## src/rtl/aes_round_ctrl.sv

```systemverilog
// Iterative AES round sequencer: one round per cycle through an external datapath.
// Define AES_CTRL_PERF_CNT_EN to enable the completed-block counter on blk_count.
module aes_round_ctrl #(
    parameter int NK = 4,
    parameter int NR = 10
) (
    input  logic         clk,
    input  logic         reset,
    input  logic         in_valid,
    output logic         in_ready,
    input  logic [127:0] in_data,
    input  logic         abort,
    output logic [3:0]   round_idx,
    input  logic [127:0] rk,
    output logic [127:0] rnd_state,
    output logic         rnd_last,
    input  logic [127:0] rnd_result,
    output logic         out_valid,
    input  logic         out_ready,
    output logic [127:0] out_data,
    output logic [31:0]  blk_count
);
    typedef enum logic [1:0] {IDLE, ROUND, DONE} state_t;

    localparam logic [3:0] LAST = 4'(NR);
    localparam bit CFG_OK = (NK == 4 || NK == 6 || NK == 8) && (NR == NK + 6);

    if (!CFG_OK) begin : g_bad_cfg
        $error("aes_round_ctrl: NK must be 4/6/8 and NR must equal NK+6");
    end

    state_t       state;
    logic [127:0] st;
    logic [3:0]   r;
    logic         in_round;

    assign in_round  = (state == ROUND);
    assign round_idx = in_round ? r : 4'd0;
    assign rnd_state = st;
    assign rnd_last  = in_round && (r == LAST);
    assign out_data  = out_valid ? st : '0;

    always_ff @(posedge clk) begin
        if (reset || abort) begin
            state     <= IDLE;
            st        <= '0;
            r         <= '0;
            in_ready  <= 1'b1;
            out_valid <= 1'b0;
        end else begin
            unique case (state)
                IDLE: begin
                    if (in_valid) begin
                        st       <= in_data ^ rk;
                        r        <= 4'd1;
                        state    <= ROUND;
                        in_ready <= 1'b0;
                    end
                end
                ROUND: begin
                    st <= rnd_result;
                    // r parks at 0 after the final round so it never passes NR
                    if (r == LAST) begin
                        r         <= '0;
                        state     <= DONE;
                        out_valid <= 1'b1;
                    end else begin
                        r <= r + 4'd1;
                    end
                end
                DONE: begin
                    if (out_ready) begin
                        state     <= IDLE;
                        out_valid <= 1'b0;
                        in_ready  <= 1'b1;
                    end
                end
                default: begin
                    state     <= IDLE;
                    in_ready  <= 1'b1;
                    out_valid <= 1'b0;
                end
            endcase
        end
    end

`ifdef AES_CTRL_PERF_CNT_EN
    always_ff @(posedge clk) begin
        if (reset) begin
            blk_count <= '0;
        end else if (out_valid && out_ready) begin
            blk_count <= blk_count + 32'd1;
        end
    end
`else
    assign blk_count = '0;
`endif

endmodule

```

## config.mk

```make
export PLATFORM = sky130hd
export DESIGN_NAME = aes_round_ctrl
export DESIGN_NICKNAME = d
export VERILOG_FILES = /design/src/rtl/aes_round_ctrl.sv
export SDC_FILE = /design/constraint.sdc
export NUM_CORES = 1
export LEC_CHECK = 0
export CORE_AREA = 8 8 262 264
export CTS_BUF_LIST = sky130_fd_sc_hd__clkbuf_4 sky130_fd_sc_hd__clkbuf_8
export CTS_CLUSTER_DIAMETER = 30
export DETAILED_ROUTE_END_ITERATION = 7
export DIE_AREA = 0 0 270 272
export GPL_ROUTABILITY_DRIVEN = 0
export GPL_TIMING_DRIVEN = 1
export PLACE_DENSITY_LB_ADDON = 0.1
export SYNTH_ARGS = -nofsm -noshare
export SYNTH_HDL_FRONTEND = slang
export SYNTH_SLANG_ARGS = --single-unit
```

## constraint.sdc

```tcl
create_clock -name clk -period 1.69 [get_ports clk]
set_input_delay 0.2535 -clock clk [delete_from_list [all_inputs] [get_ports clk]]
set_output_delay 0.2535 -clock clk [all_outputs]
set_load 0.01 [all_outputs]
```

==> qor.txt, run 1 <==
Routed WL = 53.4 mm
Worst setup EP type = primary output
register area share after synthesis = 32.3%
hold slack = 0.458 ns
Final setup viols = 121
Die ar. = 73400 um2
Final ANT Viol Nets = 0
cell area after synthesis = 8430 um2
H-tree levels = 4
global-route wire length before repair = 74.8 mm
Global Route met2 Usage = 25.7%
synthesized flop and latch total = 136
CTS Buffer Depth = 2
Final min period = 1.87 ns
worst rel slew slack = 42.3%
HP Start = out_ready
Hold Vio Cnt, Final = 0
hold buffer count at CTS = 0
root buf cell = clkbuf_8
class of the most critical setup path = reg -> out
Net Sw Frac = 30.5%
all-layer global routing usage = 13.9%
Die Ht = 272 um
failing checks = negative setup slack
DR vias = 9407
Synth Area per Inst = 8.96 um2
CTS tree = done
Row Count = 94
WHS Endpoint = in_ready
Via density = 3.77
Internal Power = 6.33 mW
Clock power frac = 32.5%
Slew Viols, Final = 0
Area Growth Syn to Fin = 105%
CP max FO = 18
worst r2r path cells = 7
Power Density = 528 nW/um2
# DRC = 0
Critical R2R Launch = state[0]
worst slew pin tran = 0.866 ns
Post-Syn Instances = 940
post-DP HPWL = 41.1 mm
CTS clk-pin slew, worst paths = 0.08 ns
hold depth = 3
WL/cell = 21.4 um
Remaining Overflow, GRT = 0
Leak = 7.03 nW
Switch Pwr = 2.78 mW
RSZ-0062 raised after global routing = true
Top Ports = 684
initial DRC count = 286
Yosys Warn Count = 0
Critical Path RT = 1.44 ns
GR peak layer = met2
largest net degree at the start of global routing = 91
Worst Hold Class = in -> reg
core area = 64800 um2
peak supply drop = 0.000386 V
DRT Pass-1 Iters = 4
vias in the first global route = 10200
FF-to-FF setup slack = 0.05 ns
status = complete, but fails checks
Tot Pwr = 9.11 mW
M3 GR Usage = 4.39%
share of cells above drive strength 1 = 23.0%
Fmax = 0.534 GHz
Clock Sinks = 136
clk_lat worst skew = 0.54 ns
met1 usage = 14.9%
Initial Util = 13.0%
I/O Buffers = 651
setup slack after layout = -0.183 ns
Layout fillers = 6954
post-synth cell types = 32
Seq pwr share = 38.9%
Comb power frac = 28.6%
CP startpoint kind = flop
DIE WIDTH = 270 um
initial antenna violation count = 5
Worst R2R End = rnd_state[5]
skew final = 0.0229 ns
final worst-path cycle share = 111%
max-cap violations = 0
critical path data arrival time = 1.62 ns
TritonCTS Buffers = 17
nets = 2007
[power by group through the flow]
stage	combinational (mW)	sequential, mW	clock (mW)
floorplan	0.941	3.64	0
CTS	2.65	3.55	3.17
detailed placement	2.75	3.62	0
finish	2.60	3.54	2.96
global route	2.80	3.57	3.25
global placement	2.75	3.62	0
[sequential cells by signal, summed over array words and instances, names as in the netlist]
register	flops
rnd_state	128
r	4
state	2
in_ready	1
out_valid	1
[routing by layer]
layer / up-vias / wire [um]
met2: 321 / 28700
met3: 44 / 3200
met4: 4 / 1020
met5: - / 34
met1: 4433 / 20500
li1: 4605 / -
[cells in the mapped netlist]
cell type  number  share of area, %
ha_1            2              0.30
o221a_1       128                17
o21ai_1         3              0.18
nor3b_1         1             0.089
buf_1           3              0.13
clkbuf_1       49               2.2
buf_6           2              0.27
and2b_1         2              0.18
nor3_1          1             0.059
or2_2           1             0.074
inv_1           3              0.13
nand3_1         1             0.059
nor2_2          1             0.074
nand4b_1        1              0.10
or3_1           2              0.15
buf_2          28               1.7
buf_4          37               3.3
a21oi_1       134               8.0
a211oi_1        2              0.18
xnor2_1       128                13
o21bai_1        1             0.089
nand4_1         1             0.074
and3b_1         1              0.10
nand2_1         4              0.18
nand2b_1        2              0.15
conb_1          1             0.045
nand3b_1        1             0.089
dfxtp_1       136                32
a31oi_1         1             0.074
nor2b_1       128               9.5
nor2_1          4              0.18
and2_1        131               9.7
[critical path, stage by stage (launching register included)]
cell and delay [ns]:
dfxtp_4 0.36, buf_12 0.14, buf_12 0.14, buf_12 0.15, and2_1 0.15, buf_2 0.14
[cells in the final DEF (no fill, tap or decap), types with 3 or more instances in the layout]
cell,instances
clkdlybuf4s50_1,388
a21oi_1,133
xnor2_1,128
nor2b_1,128
o221a_1,128
dlygate4sd2_1,127
dfxtp_1,117
buf_6,103
and2_4,86
buf_4,52
and2_1,45
buf_12,33
conb_1,32
buf_2,32
clkbuf_8,18
dfxtp_2,16
buf_16,6
clkinv_4,4
diode_2,3
nor2_1,3
o21ai_1,3
nand2_1,3
inv_6,3
dfxtp_4,3
[metrics by stage]
| step | setup TNS (ns) | cell area (um2) | std cells | setup WS [ns] | utilization (%) |
|---|---|---|---|---|---|
| floorplan | 0 | 8540 | 971 | 0.385 | - |
| global placement | -4.56 | 16300 | 2435 | -0.0715 | 25.2 |
| detailed placement | -4.68 | 16300 | 2435 | -0.0806 | 25.2 |
| CTS | -28.19 | 17000 | 2491 | -0.342 | 26.2 |
| global route | -27.29 | 17300 | 2496 | -0.287 | 26.6 |
| finish | -14.33 | 17300 | 2496 | -0.183 | 26.6 |
[area by class of cell]
type,count,area (um2),area share (%)
well taps,864,1080,6.26
repair buffers,745,7570,43.9
flip-flops and latches,136,2750,16.0
clock inverters,13,146,0.848
clock buffers,19,255,1.48
diodes,3,7.51,0.0435
inverters,3,11.3,0.0653
multi-input cells,713,5430,31.4
[worst max path at each step]
stage | from | end | cells past startpoint
global route | out_valid | out_data[46] | 5
detailed placement | r[0] | rnd_last | 6
floorplan | out_valid | out_data[101] | 3
CTS | r[0] | rnd_last | 6
finish | out_valid | out_data[127] | 5
global placement | in_valid | rnd_state[35] | 6
[what timing repair did]
item / 4_1_cts / 5_1_grt
gates cloned: 8 / 0
endpoints found under the setup margin: 263 / 132
resized for setup: 834 / 97
buffers inserted: 16 / 7
pin swaps: 4 / 3
[cell families after synthesis]
kind of cell    after synthesis  share of synthesized area (%)
simple gates                282                           20.8
buf+inv                     122                           7.68
compound gates              269                           25.6
other cells                   1                         0.0445
xor+xnor                    128                           13.3
flops                       136                           32.3
fa+ha+maj                     2                          0.297
Power figures use the tool's default switching activity.
==> run 2: changes to the inputs <==
--- a/config.mk
+++ b/config.mk
@@ -12,7 +12,6 @@
 export DIE_AREA = 0 0 270 272
 export GPL_ROUTABILITY_DRIVEN = 0
 export GPL_TIMING_DRIVEN = 1
-export PLACE_DENSITY_LB_ADDON = 0.1
 export SYNTH_ARGS = -nofsm -noshare
 export SYNTH_HDL_FRONTEND = slang
 export SYNTH_SLANG_ARGS = --single-unit
==> qor.txt, run 2 (synthesis gave the netlist of run 1 again) <==
Tot Pwr = 9.20 mW (was 9.11 mW)
CP max FO = 7 (was 18)
Fmax = 0.536 GHz (was 0.534 GHz)
nets = 1989 (was 2007)
global-route wire length before repair = 68.9 mm (was 74.8 mm)
Power Density = 529 nW/um2 (was 528 nW/um2)
setup_tns = -15.14 ns (was -14.33 ns)
worst r2r path cells = 8 (was 7)
Routed WL = 48.2 mm (was 53.4 mm)
status = complete, but fails checks (unchanged)
Leak = 7.04 nW (was 7.03 nW)
initial antenna violation count = 3 (was 5)
worst rel slew slack = 65.9% (was 42.3%)
Die Ht = 272 um (unchanged)
TritonCTS Buffers = 17 (unchanged)
final worst-path cycle share = 110% (was 111%)
Clock Sinks = 136 (unchanged)
placed cell areas = 16000 um2 (was 16300 um2)
largest net degree at the start of global routing = 102 (was 91)
Final setup viols = 129 (was 121)
share of cells above drive strength 1 = 25.0% (was 23.0%)
H-tree levels = 4 (unchanged)
FF-to-FF setup slack = 0.05 ns (about the same)
all-layer global routing usage = 12.4% (was 13.9%)
critical path data arrival time = 1.61 ns (was 1.62 ns)
Slew Viols, Final = 0 (unchanged)
CTS tree = done (unchanged)
Via density = 3.86 (was 3.77)
WL/cell = 19.5 um (was 21.4 um)
most common cell after layout, fill and taps aside = clkdlybuf4s50_1 (unchanged)
hold depth = 3 (unchanged)
DR vias = 9564 (was 9407)
RSZ-0062 raised after global routing = true (unchanged)
setup slack after layout = -0.176 ns (was -0.183 ns)
Worst R2R End = r[1] (was rnd_state[5])
Initial Util = 13.0% (unchanged)
Final min period = 1.87 ns (about the same)
class of the most critical setup path = reg -> out (unchanged)
Worst Hold Class = in -> reg (unchanged)
peak supply drop = 0.000390 V (was 0.000386 V)
Hold Vio Cnt, Final = 0 (unchanged)
initial DRC count = 480 (was 286)
Row Count = 94 (unchanged)
max-cap violations = 0 (unchanged)
CP startpoint kind = flop (unchanged)
Critical R2R Launch = r[0] (was state[0])
Place WS = -0.109 ns (was -0.0806 ns)
Final ANT Viol Nets = 0 (unchanged)
failing checks = negative setup slack (unchanged)
Top Ports = 684 (unchanged)
Die ar. = 73400 um2 (unchanged)
Critical Path RT = 1.44 ns (about the same)
WHS Endpoint = in_ready (unchanged)
most frequent cells in the layout = clkdlybuf4s50_1 (388), a21oi_1 (133) (was clkdlybuf4s50_1 (388), a21oi_1 (133), xnor2_1 (128), nor2b_1 (128), o221a_1 (128))
Area Growth Syn to Fin = 107% (was 105%)
HP Start = out_ready (unchanged)
DRT Pass-1 Iters = 5 (was 4)
clk_lat worst skew = 0.53 ns (was 0.54 ns)
max reg flops = 128 (unchanged)
Remaining Overflow, GRT = 0 (unchanged)
Worst setup EP type = primary output (unchanged)
Final Instance Area = 17400 um2 (was 17300 um2)
core area = 64800 um2 (unchanged)
# DRC = 0 (unchanged)
post-DP HPWL = 36.0 mm (was 41.1 mm)
I/O Buffers = 651 (unchanged)
worst slew pin tran = 0.512 ns (was 0.866 ns)
root buf cell = clkbuf_8 (unchanged)
vias in the first global route = 10400 (was 10200)
DIE WIDTH = 270 um (unchanged)
skew final = 0.0114 ns (was 0.0229 ns)
CTS Buffer Depth = 2 (unchanged)
CTS clk-pin slew, worst paths = 0.08 ns (about the same)
-- run 2: cell count changes in the layout (fill, tap and decap cells not counted), sizes merged --
cell / delta
dlygate4sd2: +1
clkbuf: -1
inv: -1
clkdlybuf4s15: -4
buf: -15
bufinv: +2
diode: -1
-- run 2: layer usage --
layer  share of wire [%]  global-route usage, %
met1                  41                   14.5
met2                  50                   21.2
met3                 6.7                   4.01
met4                 2.3                   4.41
met5                   0                      0
-- run 2: layout make-up --
cell class | count | area [um2]
Inverter | 3 | 11.3
Fill cell | 6871 | 47400
Clock buffer | 18 | 248
Tap cell | 864 | 1080
Multi-Input combinational cell | 713 | 5530
Timing Repair Buffer | 727 | 7570
Clock inverter | 14 | 198
Sequential cell | 136 | 2760
Antenna cell | 2 | 5.00
-- run 2: power by group --
| group | leakage (nW) | internal [mW] | switching (mW) |
|---|---|---|---|
| registers | 1.13 | 3.38 | 0.176 |
| logic | 5.69 | 1.52 | 0.974 |
| clock network | 0.220 | 1.65 | 1.50 |
| total | 7.04 | 6.55 | 2.65 |
-- run 2: how the worst max path moves through the flow --
| stage | to | start | depth (start not counted) |
|---|---|---|---|
| 6_report | out_data[100] | out_valid | 5 |
| 5_1_grt | out_data[99] | out_valid | 5 |
| 4_1_cts | out_data[92] | out_valid | 5 |
| 3_5_place_dp | rnd_state[95] | in_valid | 6 |
| 3_3_place_gp | rnd_state[107] | in_valid | 5 |
| 2_1_floorplan | out_data[101] | out_valid | 3 |
-- run 2: what timing repair did --
item | 4_1_cts | 5_1_grt
hold endpoints to repair | 0 | 0
endpoints found under the setup margin | 262 | 134
gates resized for setup | 890 | 88
pin swaps | 8 | 5
cloned | 14 | 0
hold buffers | 0 | 0
buffers inserted | 18 | 6
-- run 2: through the flow --
step	cells	hold slack, ns	util [%]
CTS	2472	0.327	26.4
floorplan	971	0.405	-
global route	2476	0.407	26.9
detailed placement	2408	0.536	24.7
global placement	2408	0.533	24.7
finish	2477	0.442	26.9
-- run 2: critical path, stage by stage (launching register included) --
cell and delay, ns:
dfxtp_4 0.37, buf_6 0.13, buf_12 0.14, buf_16 0.15
and2_4 0.17, buf_12 0.13
